===== src/rtl/status_encoder.sv =====
// status_encoder: packs TX/RX datapath events and measurements into one
// status word (same bit layout as the command word) and presents it to the
// host with a valid/ack handshake. Events are held in sticky pending flags
// until the word that reports them is loaded. Events that land on a flag
// that is already pending are counted in a saturating counter.
//
// Status word layout:
//   bit 0                  power_on level at LOAD
//   bit 1                  inverse of power_on level at LOAD
//   bit 2                  amplitude increase applied
//   bit 3                  amplitude decrease applied
//   bit 4                  echo received
//   bit 5                  burst sent
//   bit 6                  amount field valid
//   [DATA_WIDTH-1:7]       latched amount (zero when bit 6 is clear)
//
// state | meaning
// ------+--------------------------------------------------------------
// IDLE  | no word presented; waiting for any pending flag
// LOAD  | one cycle: capture word, clear the flags that were packed
// SEND  | word presented and held stable until the host acks it
//
// AMOUNT_WIDTH must equal DATA_WIDTH-7 so the amount fills the upper field.

module status_encoder #(
    parameter int DATA_WIDTH   = 15,
    parameter int AMOUNT_WIDTH = 8,
    parameter int CNT_WIDTH    = 8
) (
    input  logic                    clk,
    input  logic                    rst,
    input  logic                    power_on,
    input  logic                    inc_done,
    input  logic                    dec_done,
    input  logic                    rx_evt,
    input  logic                    tx_evt,
    input  logic                    amount_valid,
    input  logic [AMOUNT_WIDTH-1:0] amount_in,
    input  logic                    status_ack,
    input  logic                    clr_ovf,
    output logic [DATA_WIDTH-1:0]   status_data,
    output logic                    status_valid,
    output logic [CNT_WIDTH-1:0]    ovf_cnt
);

    typedef enum logic [1:0] {
        ST_IDLE = 2'd0,
        ST_LOAD = 2'd1,
        ST_SEND = 2'd2
    } state_t;

    localparam logic [CNT_WIDTH-1:0] CNT_MAX = {CNT_WIDTH{1'b1}};

    state_t                  r_state;
    state_t                  w_state_next;
    logic                    w_load;

    logic                    r_pwr_q;
    logic                    w_pwr_chg;

    logic                    r_inc_pend;
    logic                    r_dec_pend;
    logic                    r_rx_pend;
    logic                    r_tx_pend;
    logic                    r_amt_pend;
    logic                    r_pwr_pend;
    logic [AMOUNT_WIDTH-1:0] r_amount;
    logic                    w_any_pend;

    logic                    w_ovf_inc;
    logic                    w_ovf_dec;
    logic                    w_ovf_rx;
    logic                    w_ovf_tx;
    logic                    w_ovf_amt;
    logic                    w_any_ovf;

    logic [DATA_WIDTH-1:0]   w_word;
    logic [DATA_WIDTH-1:0]   r_status_data;
    logic                    r_status_valid;
    logic [CNT_WIDTH-1:0]    r_ovf_cnt;

    assign w_pwr_chg  = (power_on != r_pwr_q);
    assign w_any_pend = r_inc_pend | r_dec_pend | r_rx_pend | r_tx_pend
                      | r_amt_pend | r_pwr_pend;

    // Every flag that is pending in LOAD is packed, so LOAD clears them all.
    // A pulse arriving in the same cycle re-sets its flag for the next word.
    assign w_ovf_inc = inc_done     & r_inc_pend & ~w_load;
    assign w_ovf_dec = dec_done     & r_dec_pend & ~w_load;
    assign w_ovf_rx  = rx_evt       & r_rx_pend  & ~w_load;
    assign w_ovf_tx  = tx_evt       & r_tx_pend  & ~w_load;
    assign w_ovf_amt = amount_valid & r_amt_pend & ~w_load;
    assign w_any_ovf = w_ovf_inc | w_ovf_dec | w_ovf_rx | w_ovf_tx | w_ovf_amt;

    // FSM state register
    always_ff @(posedge clk) begin
        if (rst) begin
            r_state <= ST_IDLE;
        end else begin
            r_state <= w_state_next;
        end
    end

    // FSM next-state and load strobe
    always_comb begin
        w_state_next = r_state;
        w_load       = 1'b0;
        case (r_state)
            ST_IDLE: begin
                if (w_any_pend) begin
                    w_state_next = ST_LOAD;
                end
            end
            ST_LOAD: begin
                w_load       = 1'b1;
                w_state_next = ST_SEND;
            end
            ST_SEND: begin
                if (status_ack) begin
                    w_state_next = ST_IDLE;
                end
            end
            default: begin
                w_state_next = ST_IDLE;
            end
        endcase
    end

    // Assemble the word from the current flags and the live power level
    always_comb begin
        w_word    = '0;
        w_word[0] = power_on;
        w_word[1] = ~power_on;
        w_word[2] = r_inc_pend;
        w_word[3] = r_dec_pend;
        w_word[4] = r_rx_pend;
        w_word[5] = r_tx_pend;
        w_word[6] = r_amt_pend;
        if (r_amt_pend) begin
            w_word[DATA_WIDTH-1:7] = r_amount;
        end
    end

    // Registered power level used to detect a level change
    always_ff @(posedge clk) begin
        if (rst) begin
            r_pwr_q <= 1'b0;
        end else begin
            r_pwr_q <= power_on;
        end
    end

    // Sticky pending flags: set on event, cleared only when packed in LOAD
    always_ff @(posedge clk) begin
        if (rst) begin
            r_inc_pend <= 1'b0;
            r_dec_pend <= 1'b0;
            r_rx_pend  <= 1'b0;
            r_tx_pend  <= 1'b0;
            r_amt_pend <= 1'b0;
            r_pwr_pend <= 1'b0;
        end else begin
            r_inc_pend <= inc_done     | (r_inc_pend & ~w_load);
            r_dec_pend <= dec_done     | (r_dec_pend & ~w_load);
            r_rx_pend  <= rx_evt       | (r_rx_pend  & ~w_load);
            r_tx_pend  <= tx_evt       | (r_tx_pend  & ~w_load);
            r_amt_pend <= amount_valid | (r_amt_pend & ~w_load);
            r_pwr_pend <= w_pwr_chg    | (r_pwr_pend & ~w_load);
        end
    end

    // Amount latch: the most recent measurement always wins
    always_ff @(posedge clk) begin
        if (rst) begin
            r_amount <= '0;
        end else if (amount_valid) begin
            r_amount <= amount_in;
        end
    end

    // Output word register, loaded once per word and held through SEND
    always_ff @(posedge clk) begin
        if (rst) begin
            r_status_data <= '0;
        end else if (w_load) begin
            r_status_data <= w_word;
        end
    end

    // Valid follows the state the FSM is entering
    always_ff @(posedge clk) begin
        if (rst) begin
            r_status_valid <= 1'b0;
        end else begin
            r_status_valid <= (w_state_next == ST_SEND);
        end
    end

    // Collapsed-event counter: one step per cycle with any overflow, saturating
    always_ff @(posedge clk) begin
        if (rst) begin
            r_ovf_cnt <= '0;
        end else if (clr_ovf) begin
            r_ovf_cnt <= '0;
        end else if (w_any_ovf && (r_ovf_cnt != CNT_MAX)) begin
            r_ovf_cnt <= r_ovf_cnt + 1'b1;
        end
    end

    assign status_data  = r_status_data;
    assign status_valid = r_status_valid;
    assign ovf_cnt      = r_ovf_cnt;

endmodule

===== config.mk =====
export PLATFORM = sky130hd
export DESIGN_NAME = status_encoder
export DESIGN_NICKNAME = d
export VERILOG_FILES = /design/src/rtl/status_encoder.sv
export SDC_FILE = /design/constraint.sdc
export NUM_CORES = 1
export LEC_CHECK = 0
export ABC_AREA = 1
export CAP_MARGIN = 20
export CORE_MARGIN = 10
export CORE_UTILIZATION = 35
export DETAILED_ROUTE_END_ITERATION = 6
export DONT_BUFFER_PORTS = 1
export GPL_TIMING_DRIVEN = 0
export PLACE_DENSITY = 0.54
export REMOVE_ABC_BUFFERS = 1
export SLEW_MARGIN = 0
export SYNTH_ARGS = -nofsm -noshare
export SYNTH_HDL_FRONTEND = slang
export SYNTH_SLANG_ARGS = --single-unit

===== constraint.sdc =====
create_clock -name clk -period 2.68 [get_ports clk]
set_clock_uncertainty 0.05 [all_clocks]
set_input_delay 0.536 -clock clk [delete_from_list [all_inputs] [get_ports clk]]
set_output_delay 0.536 -clock clk [all_outputs]
set_load 0.02 [all_outputs]

==> results of run 1 <==
==> where the power goes <==
group | leakage, nW | switching, W | internal, W
clock | 0.0445 | 0.000223 | 0.000185
combinational | 0.360 | 0.0000928 | 0.0000479
sequential | 0.337 | 0.0000553 | 0.000650
total | 0.741 | 0.000372 | 0.000883
==> synth_stat cells, drive strengths merged <==
library cell,number,share of area (%)
dfxtp,41,49
o21ai,15,4.4
nand3b,1,0.44
inv,18,4.1
clkbuf,2,0.44
nand3,10,4.4
a21oi,22,7.2
clkinv,2,0.44
o21bai,1,0.44
buf,5,2.1
nand2,48,12
xnor2,1,0.52
ha,1,0.74
nor2,54,13
nor4,1,0.37
nand4,2,0.74
xor2,1,0.52
==> worst max-delay path by stage <==
stage,from,endpoint,cells past startpoint
6_report,ovf_cnt[0],ovf_cnt[3],8
3_3_place_gp,r_state[1],ovf_cnt[7],9
2_1_floorplan,ovf_cnt[0],ovf_cnt[2],9
3_5_place_dp,r_state[1],ovf_cnt[7],9
4_1_cts,r_state[1],ovf_cnt[7],9
5_1_grt,ovf_cnt[0],ovf_cnt[0],8
==> placed cells by master, fill, tap and decap left out, types with 2 or more instances in the layout <==
cell	Yosys	routed
clkbuf_8	0	5
o21ai_0	14	14
a21oi_1	21	21
nand2_1	44	44
nor2_2	3	3
nor2_1	50	50
nand2_2	3	3
nand4_1	2	2
nand3_1	5	5
inv_1	12	12
nand3_2	5	5
inv_2	5	5
dfxtp_1	41	41
clkinv_1	2	2
==> kinds of logic (layout without fill, tap and decap cells) <==
kind of cell,after synthesis,count (layout),synth area share [%]
AO/OA/AOI/OAI,38,38,12.1
AND/OR/NAND/NOR,116,116,30.4
XOR/XNOR,2,2,1.04
flip-flops,41,41,48.6
adder cells (fa/ha/maj),1,1,0.741
buffers and inverters,27,28,7.11
==> stage by stage <==
| step | worst slack (ns) | hold slack (ns) |
|---|---|---|
| final | 1.10 | 0.247 |
| after detailed placement | 1.10 | 0.394 |
| after CTS | 1.07 | 0.235 |
| after global placement | 1.07 | 0.389 |
| after global routing | 0.909 | 0.227 |
| after floorplan | 1.23 | 0.380 |
==> cell type report <==
cell class | instances | area [sq um]
Tap cell | 54 | 67.6
Multi-Input combinational cell | 157 | 748
Fill cell | 515 | 2890
Clock buffer | 5 | 68.8
Inverter | 20 | 77.6
Sequential cell | 41 | 821
Clock inverter | 3 | 21.3
==> state kept, by name (all words and copies together) (netlist names) <==
name	flops
ovf_cnt	8
r_amount	8
r_amt_pend	1
r_dec_pend	1
r_inc_pend	1
r_pwr_pend	1
r_pwr_q	1
r_rx_pend	1
r_state	2
r_tx_pend	1
status_data	15
status_valid	1
==> layer usage <==
| layer | vias up | GRT usage (%) |
|---|---|---|
| met2 | 36 | 14.3 |
| met4 | 0 | 3.90 |
| met1 | 573 | 11.5 |
| li1 | 711 | - |
| met3 | 5 | 5.38 |
| met5 | - | 0 |
==> worst register-to-register path, stage by stage (launching register included) <==
cell and delay (ns):
dfxtp_1 0.42, ha_1 0.26, nand3_1 0.13, inv_2 0.05, nand2_2 0.13, clkinv_1 0.10
nor2_1 0.21, nor2_1 0.08, nor2_2 0.10
==> flow_metrics.tcl, run 1 <==
set metrics [dict create \
    cp-start-kind "flop" \
    syn_area_sq_mm 0.00169 \
    port_buffers 0 \
    wl_per_cell_microns 13.3 \
    rows 25 \
    status "finished, final reports clean" \
    drt-initial-drc-count 62 \
    tns_ns 0 \
    leakage_nw 0.741 \
    setup-violations-final 0 \
    met3_length_microns 408 \
    start_util_pct 36.0 \
    drive_above_1_share_pct 12.4 \
    crit_buf_inv 2 \
    tightest_slew_ns 0.380 \
    rsz0062_at_grt "false" \
    cts_setup_buffers 0 \
    place_congestion 0.807 \
    ys_ff_latch 41 \
    synth_warnings 0 \
    die_x_microns 89.5 \
    hp-class "input port to flop" \
    clockBufferDepth 2 \
    dpl_cell_area_sq_mm 0.00171 \
    top_layer_used "met4" \
    syn_area_per_cell_sq_um 7.51 \
    pin_count 42 \
    core_area_sq_mm 0.00469 \
    dieArea_sq_mm 0.00800 \
    critPathSlowestCell "dfxtp_1" \
    h-tree-depth 2 \
    required_ns 2.87 \
    power_density_mw_per_mm2 695 \
    synthDistinctLibCells 28 \
    cts_buffers 5 \
    place_inst 272 \
    critPathKind "flop to flop" \
    clock_sinks 41 \
    route.met2.wl_microns 1640 \
    crit_arrival_ns 1.76 \
    crit_chain "ha_1 > nand3_1 > inv_2 > nand2_2 > clkinv_1 > nor2_1 > nor2_1 > nor2_2" \
    stdcell_count 280 \
    post-route-drc-count 0 \
    clkSlewWorstSetupHoldPaths_ns 0.09 \
    gr-total-overflow 0 \
    grt_pass1_vias 1194 \
    synth-seq-area-share_pct 48.6 \
    slew_viol_final 0 \
    slew_headroom_pct 74.6 \
    dp_hpwl_microns 2620 \
    holdPathStages 1 \
    reg2reg_depth 8 \
    power_w 0.00125 \
    diodes 0 \
    grt_pass1_wl_microns 5930 \
    critical_path.endpoint_type "flop" \
    crit_path_max_fanout 6 \
    irDropWorstVdd_v 0.000243 \
    r2r_slack_ns 1.10 \
    clk_latency_ns 0.29 \
    drtPass1Iterations 4 \
    antenna_found_initial 0 \
    wl_met1_microns 1610 \
    max_freq_ghz 0.635 \
    final_area_sq_mm 0.00180 \
    netlist_instances 225 \
    min_to "status_data[10]" \
    rr_endpoint "ovf_cnt[3]" \
    hold_viol_final 0 \
    r2r_start "ovf_cnt[0]" \
    wirelength_microns 3720 \
    fin_nets 244 \
    postCtsResizedCells 0 \
    slowest_delay_ns 0.42 \
    cp_top_family "simple AND/OR/NAND/NOR gates" \
    die_height_microns 89.5 \
    antenna_left 0 \
    cp_common_cell "nor2_1" \
    min_from "rst" \
    areaGrowthSynthToFinish_pct 6.81 \
    hold_buffers 0 \
    final_core_util_pct 38.5 \
    vias_per_cell 4.73 \
    period_needed_ns 1.58 \
    post-route-period-util_pct 58.8 \
    vias 1325 \
    grt_start_max_net_pins 28 \
    cap_violations 0 \
    cts_root_buffer "clkbuf_8" \
    cts_tree "yes" \
    track_usage_pct 9.76 \
]
Note: power is estimated with default switching activity, not from simulation.
==> run 2: changes to the inputs <==
==> constraint.sdc (replaced) <==
create_clock -name clk -period 1.6 [get_ports clk]
set_clock_uncertainty 0.05 [all_clocks]
set_input_delay 0.32 -clock clk [delete_from_list [all_inputs] [get_ports clk]]
set_output_delay 0.32 -clock clk [all_outputs]
set_load 0.02 [all_outputs]
==> flow_metrics.tcl, run 2 (synthesis gave the netlist of run 1 again) <==
set metrics [dict create \
    status "finished, final reports clean" \
    cts_root_buffer "clkbuf_8" \
    power_density_mw_per_mm2 1150 \
    slowest_delay_ns 0.55 \
    grt_pass1_vias 1198 \
    period_needed_ns 1.45 \
    cp_common_cell "nor2_1" \
    clkSlewWorstSetupHoldPaths_ns 0.08 \
    irDropWorstVdd_v 0.000407 \
    hold_viol_final 0 \
    slew_headroom_pct 75.0 \
    post-route-period-util_pct 90.6 \
    start_util_pct 36.0 \
    diodes 0 \
    core_area_sq_mm 0.00469 \
    cts_tree "yes" \
    post-route-drc-count 0 \
    place_congestion 0.807 \
    rows 25 \
    vias 1347 \
    dp_hpwl_microns 2620 \
    rsz0062_at_grt "false" \
    leakage_nw 0.752 \
    slew_viol_final 0 \
    wl_per_cell_microns 13.6 \
    layout_common_cells "nor2_1 (48), nand2_1 (44), dfxtp_1 (35)" \
    crit_arrival_ns 1.58 \
    drt-initial-drc-count 61 \
    port_buffers 0 \
    max_freq_ghz 0.690 \
    grt_start_max_net_pins 28 \
    pin_count 42 \
    power_w 0.00212 \
    tightest_slew_ns 0.374 \
    drtPass1Iterations 4 \
    clk_latency_ns 0.29 \
    dieArea_sq_mm 0.00800 \
    final_core_util_pct 39.2 \
    layout_commonest_cell "nor2_1" \
    cp-start-kind "flop" \
    critical_path.endpoint_type "flop" \
    cts_setup_buffers 0 \
    clockBufferDepth 2 \
    crit_path_max_fanout 5 \
    antenna_found_initial 0 \
    areaGrowthSynthToFinish_pct 8.81 \
    required_ns 1.74 \
    h-tree-depth 2 \
    grt_pass1_wl_microns 5970 \
    wirelength_microns 3810 \
    die_height_microns 89.5 \
    final_area_sq_mm 0.00184 \
    antenna_left 0 \
    fin_nets 244 \
    track_usage_pct 9.84 \
    dpl_cell_area_sq_mm 0.00171 \
    hp-class "input port to flop" \
    tns_ns 0 \
    setup-violations-final 0 \
    die_x_microns 89.5 \
    drive_above_1_share_pct 16.4 \
    critPathKind "flop to flop" \
    cap_violations 0 \
    critPathSlowestCell "dfxtp_1" \
    cts_buffers 5 \
    vias_per_cell 4.81 \
    gr-total-overflow 0 \
    crit_chain "nand3_1 > nor2_1 > nand3_1 > nand2_1 > nand2_1 > nor2_1 > nor2_1" \
    clock_sinks 41 \
    largest_register_ffs 15 \
]
run 2: metrics by stage:
step	setup WS, ns	hold WS [ns]	cells
final	0.151	0.0336	280
after global routing	0.0125	0.0107	280
after global placement	-0.00680	0.342	272
after CTS	0.00215	0.0190	280
after detailed placement	0.0156	0.344	272
after floorplan	0.155	0.339	218
run 2: final cells by class:
class / instances / area (sq um)
inverter: 20 / 77.6
multi-input combinational: 157 / 772
sequential: 41 / 831
clock buffer: 5 / 68.8
fill: 512 / 2850
clock inverter: 3 / 21.3
tap: 54 / 67.6
run 2: worst paths after layout:
| kind | startpoint | to | slack (ns) | cells after the start |
|---|---|---|---|---|
| max reg2reg | ovf_cnt[2] | ovf_cnt[7] | 0.15 | 7 |
| max | ovf_cnt[2] | ovf_cnt[7] | 0.15 | 7 |
| min reg2reg | r_amount[4] | status_data[11] | 0.40 | 2 |
| min | rst | status_data[9] | 0.03 | 1 |
run 2: routing by layer:
metal	vias to the layer above	share of wire [%]	global-route usage, %
li1	714	-	-
met1	597	43	11.5
met5	-	0	0
met2	32	46	14.7
met4	0	1.2	3.90
met3	4	10	5.38
run 2: power breakdown:
| group | internal (W) | switching [W] | total (W) |
|---|---|---|---|
| registers | 0.00109 | 0.0000960 | 0.00119 |
| clock network | 0.000309 | 0.000373 | 0.000682 |
| logic | 0.0000874 | 0.000163 | 0.000250 |
run 2: worst max-delay path, delay by kind of cell, from the launching register on:
kind             cells  cell delay, ns
and+or+nand+nor      7            0.75
DFF                  1            0.55
run 2: repair_timing:
item / in CTS / in global routing
gates resized for setup: 1 / 12
endpoints found under the hold margin: 0 / 0
endpoints found under the setup margin: 1 / 8
hold buffers: 0 / 0
pin swaps: 0 / 0
==> run 3: changes to the inputs <==
--- a/config.mk
+++ b/config.mk
@@ -8,13 +8,12 @@
 export ABC_AREA = 1
 export CAP_MARGIN = 20
 export CORE_MARGIN = 10
-export CORE_UTILIZATION = 35
+export CORE_UTILIZATION = 25
 export DETAILED_ROUTE_END_ITERATION = 6
 export DONT_BUFFER_PORTS = 1
 export GPL_TIMING_DRIVEN = 0
-export PLACE_DENSITY = 0.54
-export REMOVE_ABC_BUFFERS = 1
-export SLEW_MARGIN = 0
+export PLACE_DENSITY = 0.43
+export SLEW_MARGIN = 25
 export SYNTH_ARGS = -nofsm -noshare
 export SYNTH_HDL_FRONTEND = slang
 export SYNTH_SLANG_ARGS = --single-unit
==> flow_metrics.tcl, run 3 (synthesis gave the netlist of run 1 again) <==
set metrics [dict create \
    period_needed_ns 1.47 \
    status "finished, final reports clean" \
    start_util_pct 26.2 \
    slew_headroom_pct 65.3 \
    slew_viol_final 0 \
    post-route-drc-count 0 \
    grt_pass1_vias 1413 \
    crit_path_max_fanout 7 \
    min_from "rx_evt" \
    max_freq_ghz 0.682 \
    clk_latency_ns 0.30 \
    clkSlewWorstSetupHoldPaths_ns 0.10 \
    clockBufferDepth 2 \
    hold_buffers 0 \
    cts_setup_buffers 0 \
    die_height_microns 102 \
    post-route-period-util_pct 91.7 \
    core_area_sq_mm 0.00646 \
    grt_start_max_net_pins 17 \
    dieArea_sq_mm 0.0104 \
    antenna_found_initial 0 \
    syn_nets 244 \
    dp_hpwl_microns 3190 \
    cts_root_buffer "clkbuf_8" \
    pin_count 42 \
    track_usage_pct 8.46 \
    wl_per_cell_microns 13.8 \
    drive_above_1_share_pct 16.3 \
    layout_common_cells "nor2_1 (48), nand2_1 (44), dfxtp_1 (37)" \
    wirelength_microns 4280 \
    final_core_util_pct 29.4 \
    irDropWorstVdd_v 0.000378 \
    hold_viol_final 0 \
    power_w 0.00222 \
    vias 1346 \
    vias_per_cell 4.34 \
    critical_path.endpoint_type "flop" \
    diodes 0 \
    areaGrowthSynthToFinish_pct 12.4 \
    cts_tree "yes" \
    tightest_slew_ns 0.521 \
    h-tree-depth 2 \
    place_inst 302 \
    place_congestion 0.774 \
    die_x_microns 102 \
    startpoint "ovf_cnt[6]" \
    stdcell_count 310 \
    required_ns 1.75 \
    critPathKind "flop to flop" \
    rows 29 \
    fin_nets 251 \
    crit_arrival_ns 1.62 \
    clock_sinks 41 \
    cts_buffers 5 \
    cp-start-kind "flop" \
    setup-violations-final 0 \
    largest_register_ffs 15 \
    gr-total-overflow 0 \
    drt-initial-drc-count 26 \
    grt_pass1_wl_microns 6950 \
    drtPass1Iterations 4 \
    power_density_mw_per_mm2 1170 \
    antenna_left 0 \
    port_buffers 0 \
    layout_commonest_cell "nor2_1" \
    hp-class "input port to flop" \
    cap_violations 0 \
    rsz0062_at_grt "false" \
    leakage_nw 0.776 \
    r2r_start "ovf_cnt[6]" \
    fillerInstances 705 \
]
[run 3: cell count changes in the layout (fill, tap and decap cells not counted), sizes merged]
cell	before	now
buf	0	5
clkinv	2	1
clkinvlp	1	0
inv	20	22
clkbuf	5	7
[run 3: final cells by class]
cell class / instances / area (sq um) / area share, %
plain buffers: 7 / 42.5 / 2.24
clock buffers: 5 / 68.8 / 3.63
clock inverters: 3 / 28.8 / 1.52
inverters: 20 / 77.6 / 4.09
multi-input cells: 157 / 758 / 39.9
flip-flops and latches: 41 / 826 / 43.5
well taps: 77 / 96.3 / 5.08
[run 3: timing repair]
| action | 4_1_cts | 5_1_grt |
|---|---|---|
| endpoints found under the setup margin | 4 | 6 |
| resized for setup | 1 | 7 |
| cloned | 0 | 0 |
[run 3: final timing paths]
kind,to,slack [ns],cells past startpoint
min reg2reg,status_data[10],0.41,2
max,ovf_cnt[2],0.13,7
min,r_rx_pend,0.09,2
max reg2reg,ovf_cnt[2],0.13,7
[run 3: metal layers]
layer  vias up  GRT usage [%]  wire (microns)
met4         0           2.60              31
met2        34           13.3            1920
met3         2           4.59             467
met1       587           9.66            1860
li1        723              -               -
met5         -              0               0
[run 3: report_power, final]
| group | leakage, nW | total (W) | internal (W) | switching [W] |
|---|---|---|---|---|
| clock | 0.0511 | 0.000757 | 0.000330 | 0.000427 |
| combinational | 0.386 | 0.000279 | 0.0000984 | 0.000181 |
| sequential | 0.339 | 0.00119 | 0.00109 | 0.0000951 |
| total | 0.776 | 0.00222 | 0.00152 | 0.000703 |
[run 3: critical path: stages (launching register included)]
cell and delay, ns:
dfxtp_1 0.56, nand2_1 0.09, nor2_1 0.17, nand2_2 0.14
inv_2 0.11, nor2_2 0.05, a21oi_1 0.13, nor2_1 0.06
[run 3: per-stage QoR]
step	setup WS [ns]	cell area, sq um	TNS (ns)	hold slack, ns
5_1_grt	0.00966	1900	0	0.0803
6_report	0.133	1900	0	0.0863
2_1_floorplan	0.155	1690	0	0.386
3_5_place_dp	-0.00311	1790	-0.00368	0.398
3_3_place_gp	-0.0146	1790	-0.0259	0.390
4_1_cts	0.00963	1880	0	0.0750
